`src/rtl/sram_controller_pkg.sv`:
```
// Shared definitions for the MEM-stage external SRAM controller.
package sram_controller_pkg;

  typedef enum logic [1:0] {IDLE, LOW, HIGH, DONE} state_t;

  localparam logic [31:0] BASE_ADDR   = 32'd1024;
  localparam int          SRAM_ADDR_W = 18;
  localparam int          SRAM_DATA_W = 16;

endpackage

```
`src/rtl/sram_controller.sv`:
```
// Splits a 32-bit pipeline load/store into two 16-bit asynchronous SRAM
// accesses, stalling the pipeline through ready until the word completes.
module sram_controller
  import sram_controller_pkg::state_t, sram_controller_pkg::IDLE, sram_controller_pkg::LOW,
         sram_controller_pkg::HIGH, sram_controller_pkg::DONE,
         sram_controller_pkg::SRAM_ADDR_W, sram_controller_pkg::SRAM_DATA_W;
#(
  parameter logic [31:0] BASE_ADDR    = sram_controller_pkg::BASE_ADDR,
  parameter int unsigned PHASE_CYCLES = 2
) (
  input  logic                   clk,
  input  logic                   rst,
  input  logic                   wr_en,
  input  logic                   rd_en,
  input  logic [31:0]            address,
  input  logic [31:0]            write_data,
  output logic [31:0]            read_data,
  output logic                   ready,
  output logic [SRAM_ADDR_W-1:0] sram_addr,
  output logic [SRAM_DATA_W-1:0] sram_dq_out,
  output logic                   sram_dq_oe,
  input  logic [SRAM_DATA_W-1:0] sram_dq_in,
  output logic                   sram_we_n,
  output logic                   sram_oe_n,
  output logic                   sram_ce_n,
  output logic                   sram_ub_n,
  output logic                   sram_lb_n
);

  localparam int WORD_W = SRAM_ADDR_W - 1;
  localparam int CNT_W  = (PHASE_CYCLES > 1) ? $clog2(PHASE_CYCLES) : 1;
  localparam logic [CNT_W-1:0] LAST_CNT = CNT_W'(PHASE_CYCLES - 1);

  state_t                 state;
  logic [CNT_W-1:0]       cnt;
  logic                   op_write;
  logic [WORD_W-1:0]      word;
  logic [31:0]            wdata;
  logic                   request;
  logic                   last_phase;

  assign request    = wr_en | rd_en;
  assign last_phase = (cnt == LAST_CNT);

  assign sram_ce_n = 1'b0;
  assign sram_ub_n = 1'b0;
  assign sram_lb_n = 1'b0;

  assign ready = ((state == IDLE) && !request) || (state == DONE);

  // Only the values latched on acceptance are used; the pipeline holds its
  // request stable while stalled, but the controller does not rely on it.
  always_ff @(posedge clk) begin
    if (rst) begin
      state     <= IDLE;
      cnt       <= '0;
      op_write  <= 1'b0;
      word      <= '0;
      wdata     <= '0;
      read_data <= '0;
    end else begin
      case (state)
        IDLE: begin
          if (request) begin
            op_write <= wr_en;
            word     <= WORD_W'((address - BASE_ADDR) >> 2);
            wdata    <= write_data;
            cnt      <= '0;
            state    <= LOW;
          end
        end
        LOW: begin
          if (last_phase) begin
            if (!op_write) read_data[SRAM_DATA_W-1:0] <= sram_dq_in;
            cnt   <= '0;
            state <= HIGH;
          end else begin
            cnt <= cnt + 1'b1;
          end
        end
        HIGH: begin
          if (last_phase) begin
            if (!op_write) read_data[2*SRAM_DATA_W-1:SRAM_DATA_W] <= sram_dq_in;
            cnt   <= '0;
            state <= DONE;
          end else begin
            cnt <= cnt + 1'b1;
          end
        end
        default: state <= IDLE;
      endcase
    end
  end

  // The half select doubles as the SRAM address LSB.
  always_comb begin
    sram_addr   = '0;
    sram_dq_out = '0;
    sram_dq_oe  = 1'b0;
    sram_we_n   = 1'b1;
    sram_oe_n   = 1'b1;
    if ((state == LOW) || (state == HIGH)) begin
      sram_addr = {word, (state == HIGH)};
      if (op_write) begin
        sram_we_n   = 1'b0;
        sram_dq_oe  = 1'b1;
        sram_dq_out = (state == HIGH) ? wdata[2*SRAM_DATA_W-1:SRAM_DATA_W]
                                      : wdata[SRAM_DATA_W-1:0];
      end else begin
        sram_oe_n = 1'b0;
      end
    end
  end

endmodule

```
`config.mk`:
```
export PLATFORM = sky130hd
export DESIGN_NAME = sram_controller
export DESIGN_NICKNAME = d
export VERILOG_FILES = /design/src/rtl/sram_controller_pkg.sv /design/src/rtl/sram_controller.sv
export SDC_FILE = /design/constraint.sdc
export NUM_CORES = 1
export LEC_CHECK = 0
export ABC_CLOCK_PERIOD_IN_PS = 2300
export BUFFER_PORTS_ARGS = -buffer_cell sky130_fd_sc_hd__buf_2
export CAP_MARGIN = 40
export CORE_MARGIN = 8
export CORE_UTILIZATION = 49
export CTS_BUF_LIST = sky130_fd_sc_hd__clkbuf_4
export DETAILED_ROUTE_END_ITERATION = 10
export MAX_ROUTING_LAYER = met4
export PLACE_DENSITY = 0.87
export SYNTH_ARGS = -nofsm -noshare
export SYNTH_HDL_FRONTEND = slang
export SYNTH_SLANG_ARGS = --single-unit
```
`constraint.sdc`:
```
create_clock -name clk -period 2.3 [get_ports clk]
set_clock_uncertainty 0.2 [all_clocks]
set_input_delay 0.23 -clock clk [delete_from_list [all_inputs] [get_ports clk]]
set_output_delay 0.23 -clock clk [all_outputs]
set_load 0.05 [all_outputs]
```
# Yosys cells after proc, flatten, opt, wreduce, memory -nomap -nowiden
# Index checks and enable logic that the tools add are counted.
# classes
mux,16
eq_ne,6
n_addsub,2
n_bitwise,2
reduce_logical,12
# ops
cell,count
2-to-1 mux 16 bit,3
"subtractor 19 x 11 -> 19 bit, second input constant",1
2-to-1 mux 18 bit,1
AND reduction 3 bit,3
2-to-1 mux 1 bit,7
2-to-1 mux 2 bit,3
"!= test 2 bit, second input constant",3
one-hot mux 2 bit (3 select lines),1
"equality test 2 bit, second input constant",2
AND reduction 2 bit,2
"equality test 2 x 1 -> 1 bit, second input constant",1
logical NOT 2 bit,1
logical OR 1 bit,2
one-hot mux 1 bit (2 select lines),1
nonzero test 2 bit,1
OR reduction 2 bit,1
"adder 1 bit, second input constant",1
logical AND 1 bit,1
logical NOT 1 bit,1
NOT 1 bit,1
OR 1 bit,1
# word_totals
output_inout_bits,73
reg_bits,85

# Longest topological paths before layout
# depth
depth_word,4
ltp_mapped,7
mapped_depth_nobuf,5

# Worst setup path before layout
# No wires, ideal clock.
# synth_timing
path_type,reg2out
startpoint,register state[0]
endpoint,output sram_dq_out[10]
required_time_ns,1.870
path_slack_ns,-0.369
arrival_ns,2.239
n_path_buf,2
path_stages_with_launch,7
path_cell_list,dfxtp_1 inv_1 ha_1 buf_2 buf_2 mux2i_1 nor2_1
# synth_between
elab_chain_cells,4
word_cells_on_any_way,6
# synth_rtl
element,line,rtl
start: declaration,sram_controller.sv:34,state_t state;
start signal: assignment,sram_controller.sv:55,state <= IDLE;
start signal: assignment,sram_controller.sv:69,state <= LOW;
start signal: assignment,sram_controller.sv:76,state <= HIGH;
equality test 2 bit,"sram_controller.sv:102, sram_controller.sv:107",
2-to-1 mux 16 bit,sram_controller.sv:107,sram_dq_out = (state == HIGH) ? wdata[2*SRAM_DATA_W-1:SRAM_DATA_W]
2-to-1 mux 16 bit,sram_controller.sv:104,if (op_write) begin
2-to-1 mux 16 bit *,sram_controller.sv:102,if ((state == LOW) || (state == HIGH)) begin
end: declaration,sram_controller.sv:20,"output logic [SRAM_DATA_W-1:0] sram_dq_out,"
# Every way passes the cells marked *; elsewhere a longest branch is shown, timed or not.

# Final worst setup path
# layout_timing
startpoint,register state[1]
endpoint,output sram_dq_out[12]
# Same word-level chain as after synthesis.

==> results.md <==
- Status: finished clean
- DRT iter0 DRCs: roughly 160
- Worst-case clock buffer depth: 2
- Overflow after GRT: 0
- Global route hottest layer: met2
- Power Density: 919 mW/mm²
- Crit path launch type: flop
- CP Cell Sequence: inv_2, ha_4, nand2_1, buf_6, nor2_2, buf_6
- FFs w/ async S/R, synth: 0%
- Clk pin slew, worst setup/hold paths: between 0.1 and 0.15 ns
- Std cell rows: 31
- Worst endpoint required time: roughly 1.9 ns
- Clock latency on the worst-skew pair: roughly 0.4 ns
- CTS tree: yes
- # fillers: around 470
- Fin. Hold Viols: 0
- Synthesis-to-finish area growth: 51.9%
- Synth Instances: 453
- Most common cell on crit path: buf_6
- Sequential area share after synthesis: 48.3%
- Die area: between 0.01 and 0.015 mm²
- CP max FO: 18
- Setup violators final: 0
- Layout cells sized above 1: around 29%
- Crit Path Category: reg2out
- Most used DFF post-synth: dfxtp_1
- Synthesis Warnings: 0
- Initial antenna violation count: 0
- GP Congestion: around 0.80
- Setup crit end kind: output pin
- Worst-Margin Slew: 0.735 ns
- Post-route insts no fill: 754
- Most common cell after layout, fill and taps aside: nand2_1
- Routed vias: between 3000 and 4000
- Syn Area/Cell: around 8 µm²
- Commonest cells after routing, fill and taps aside: 147 x nand2_1, 109 x buf_2, 83 x dfxtp_1
- Headroom to the max-slew limit: approximately half
- First-pass GRT wire length: a little under 20000 µm
- Root buffer cell: clkbuf_4
- Die W: a little over 100 µm
- Met2 usage: 43.3%
- Min cycle time layout: between 2 and 2.5 ns
- Core footprint: 0.00710 mm²
- Post-Route WL: between 10000 and 15000 µm
- Slowest stage delay, CP: between 0.3 and 0.4 ns
- Synthesized flop and latch total: 85
- Port buffer count: 138
- CTS buffer count: 9
- Pwr Total: around 0.005 W
- Gr usage total: between 20 and 25%
- Highest clock rate: between 400 and 500 MHz
- Setup TNS: 0 ns
- Crit share post-route: a little over nine tenths
- # clock sinks: 85
- GRT met1 Usage: roughly a quarter
- Drt first pass iters: 6
- H-tree depth: 3
- Post-route ant nets: 0
- Hold/Removal Path Class: in2reg
- Starting Density: between 40% and 50%
- Slowest stage cell on the critical path: dfxtp_2
- RSZ-0062 raised after global routing: false
- Distinct cells, synth: 33
- Placed Cells: 670
- Drt wl/cell: between 15 and 20 µm
- Largest net degree at the start of global routing: 32
- Diode count: 0
- Vias in the first global route: 4119
- LEAKAGE: between 2 and 2.5 nW
- Drt drc: 0
- Ports: about 160
- Max Cap Violations: 0
- Post-synth EDFFs: 0
- Synthesized area: 0.00353 mm²
- Fin. max-slew vios: 0
- Worst vdd ir: between 0.0005 and 0.0006 V
- Hold slack: 0.0910 ns
- Die H: about 100 µm
- M3 GR Usage: 5.39%
- Worst EP arrival: 1.75 ns
- Nets: between 700 and 800
- Final HPWL DP: 7410 µm
- Vias per Instance: around 5.2
## worst max-delay path, delay by kind of cell (launching register included)
| family | cells | cell delay, ns |
|---|---|---|
| and+or+nand+nor | 2 | 0.23 |
| DFF | 1 | 0.39 |
| buffers and inverters | 3 | 0.44 |
| adders and majority gates | 1 | 0.27 |
## cells in the mapped netlist, types with 2 or more instances
cell type / n / area share (%)
nor2_1: 27 / 2.9
nand2b_1: 3 / 0.53
a211oi_1: 8 / 1.7
buf_4: 3 / 0.64
ha_1: 5 / 1.8
nor4_1: 5 / 0.89
xnor2_1: 2 / 0.50
a311oi_1: 2 / 0.50
a21oi_1: 76 / 11
nand3_1: 2 / 0.28
nand2_1: 147 / 16
and2_1: 17 / 3.0
inv_1: 5 / 0.53
nand3b_1: 3 / 0.64
dfxtp_1: 85 / 48
buf_1: 2 / 0.21
and3b_1: 2 / 0.50
mux2i_1: 16 / 4.5
clkbuf_1: 25 / 2.7
buf_2: 3 / 0.43
and4_1: 3 / 0.75
## cell type report
cell class / count / area (µm²) / area share (%)
inverters: 5 / 18.8 / 0.350
multi-input cells: 332 / 1770 / 33.0
clock buffers: 10 / 75.1 / 1.40
repair buffers: 217 / 1600 / 29.9
well taps: 99 / 124 / 2.31
flip-flops and latches: 85 / 1700 / 31.8
clock inverters: 6 / 63.8 / 1.19
## per-layer routing
metal	share of wire (%)	vias up	wire length, µm
met3	8.6	34	1050
met5	0	-	0
met4	3.1	0	378
met1	38	1815	4710
met2	50	206	6170
li1	-	1882	-
## what timing repair did
action,4_1_cts,5_1_grt
buffers inserted,1,0
pin swaps,0,0
hold buffers,66,0
hold endpoints to repair,82,0
endpoints found under the setup margin,35,41
resized for setup,30,21
gates cloned,0,1
## cells by family after synthesis
| family | synth area share (%) |
|---|---|
| AOI/OAI and AO/OA | 14.1 |
| buffers and inverters | 4.47 |
| adders and majority gates | 1.77 |
| and+or+nand+nor | 26.2 |
| other | 0.106 |
| xor gates and xnor gates | 0.497 |
| muxes | 4.54 |
| DFF | 48.3 |
## sequential cells by signal (all words and copies together) (netlist names)
name,cells
op_write,1
cnt,1
state,2
read_data,32
word,17
wdata,32
## final timing paths
kind / from / end / slack (ns) / cells past startpoint
max: state[1] / sram_dq_out[12] / 0.12 / 6
min: rd_en / wdata[17] / 0.09 / 4
max reg2reg: state[0] / read_data[21] / 0.19 / 7
min reg2reg: word[6] / word[6] / 0.26 / 2
## report_power, final
group | switching (W) | total [W] | internal [W]
logic | 0.00140 | 0.00215 | 0.000749
registers | 0.000171 | 0.00193 | 0.00176
clock network | 0.000495 | 0.000838 | 0.000343
## through the flow
stage / worst slack, ns / area [µm²] / utilization, %
3_5_place_dp: 0.243 / 4370 / 61.6
4_1_cts: -0.00199 / 5270 / 74.3
2_1_floorplan: 0.00672 / 3570 / -
3_3_place_gp: 0.314 / 4370 / 61.6
5_1_grt: 0.0251 / 5360 / 75.5
6_report: 0.125 / 5360 / 75.5
(Power assumes the default switching activity.)
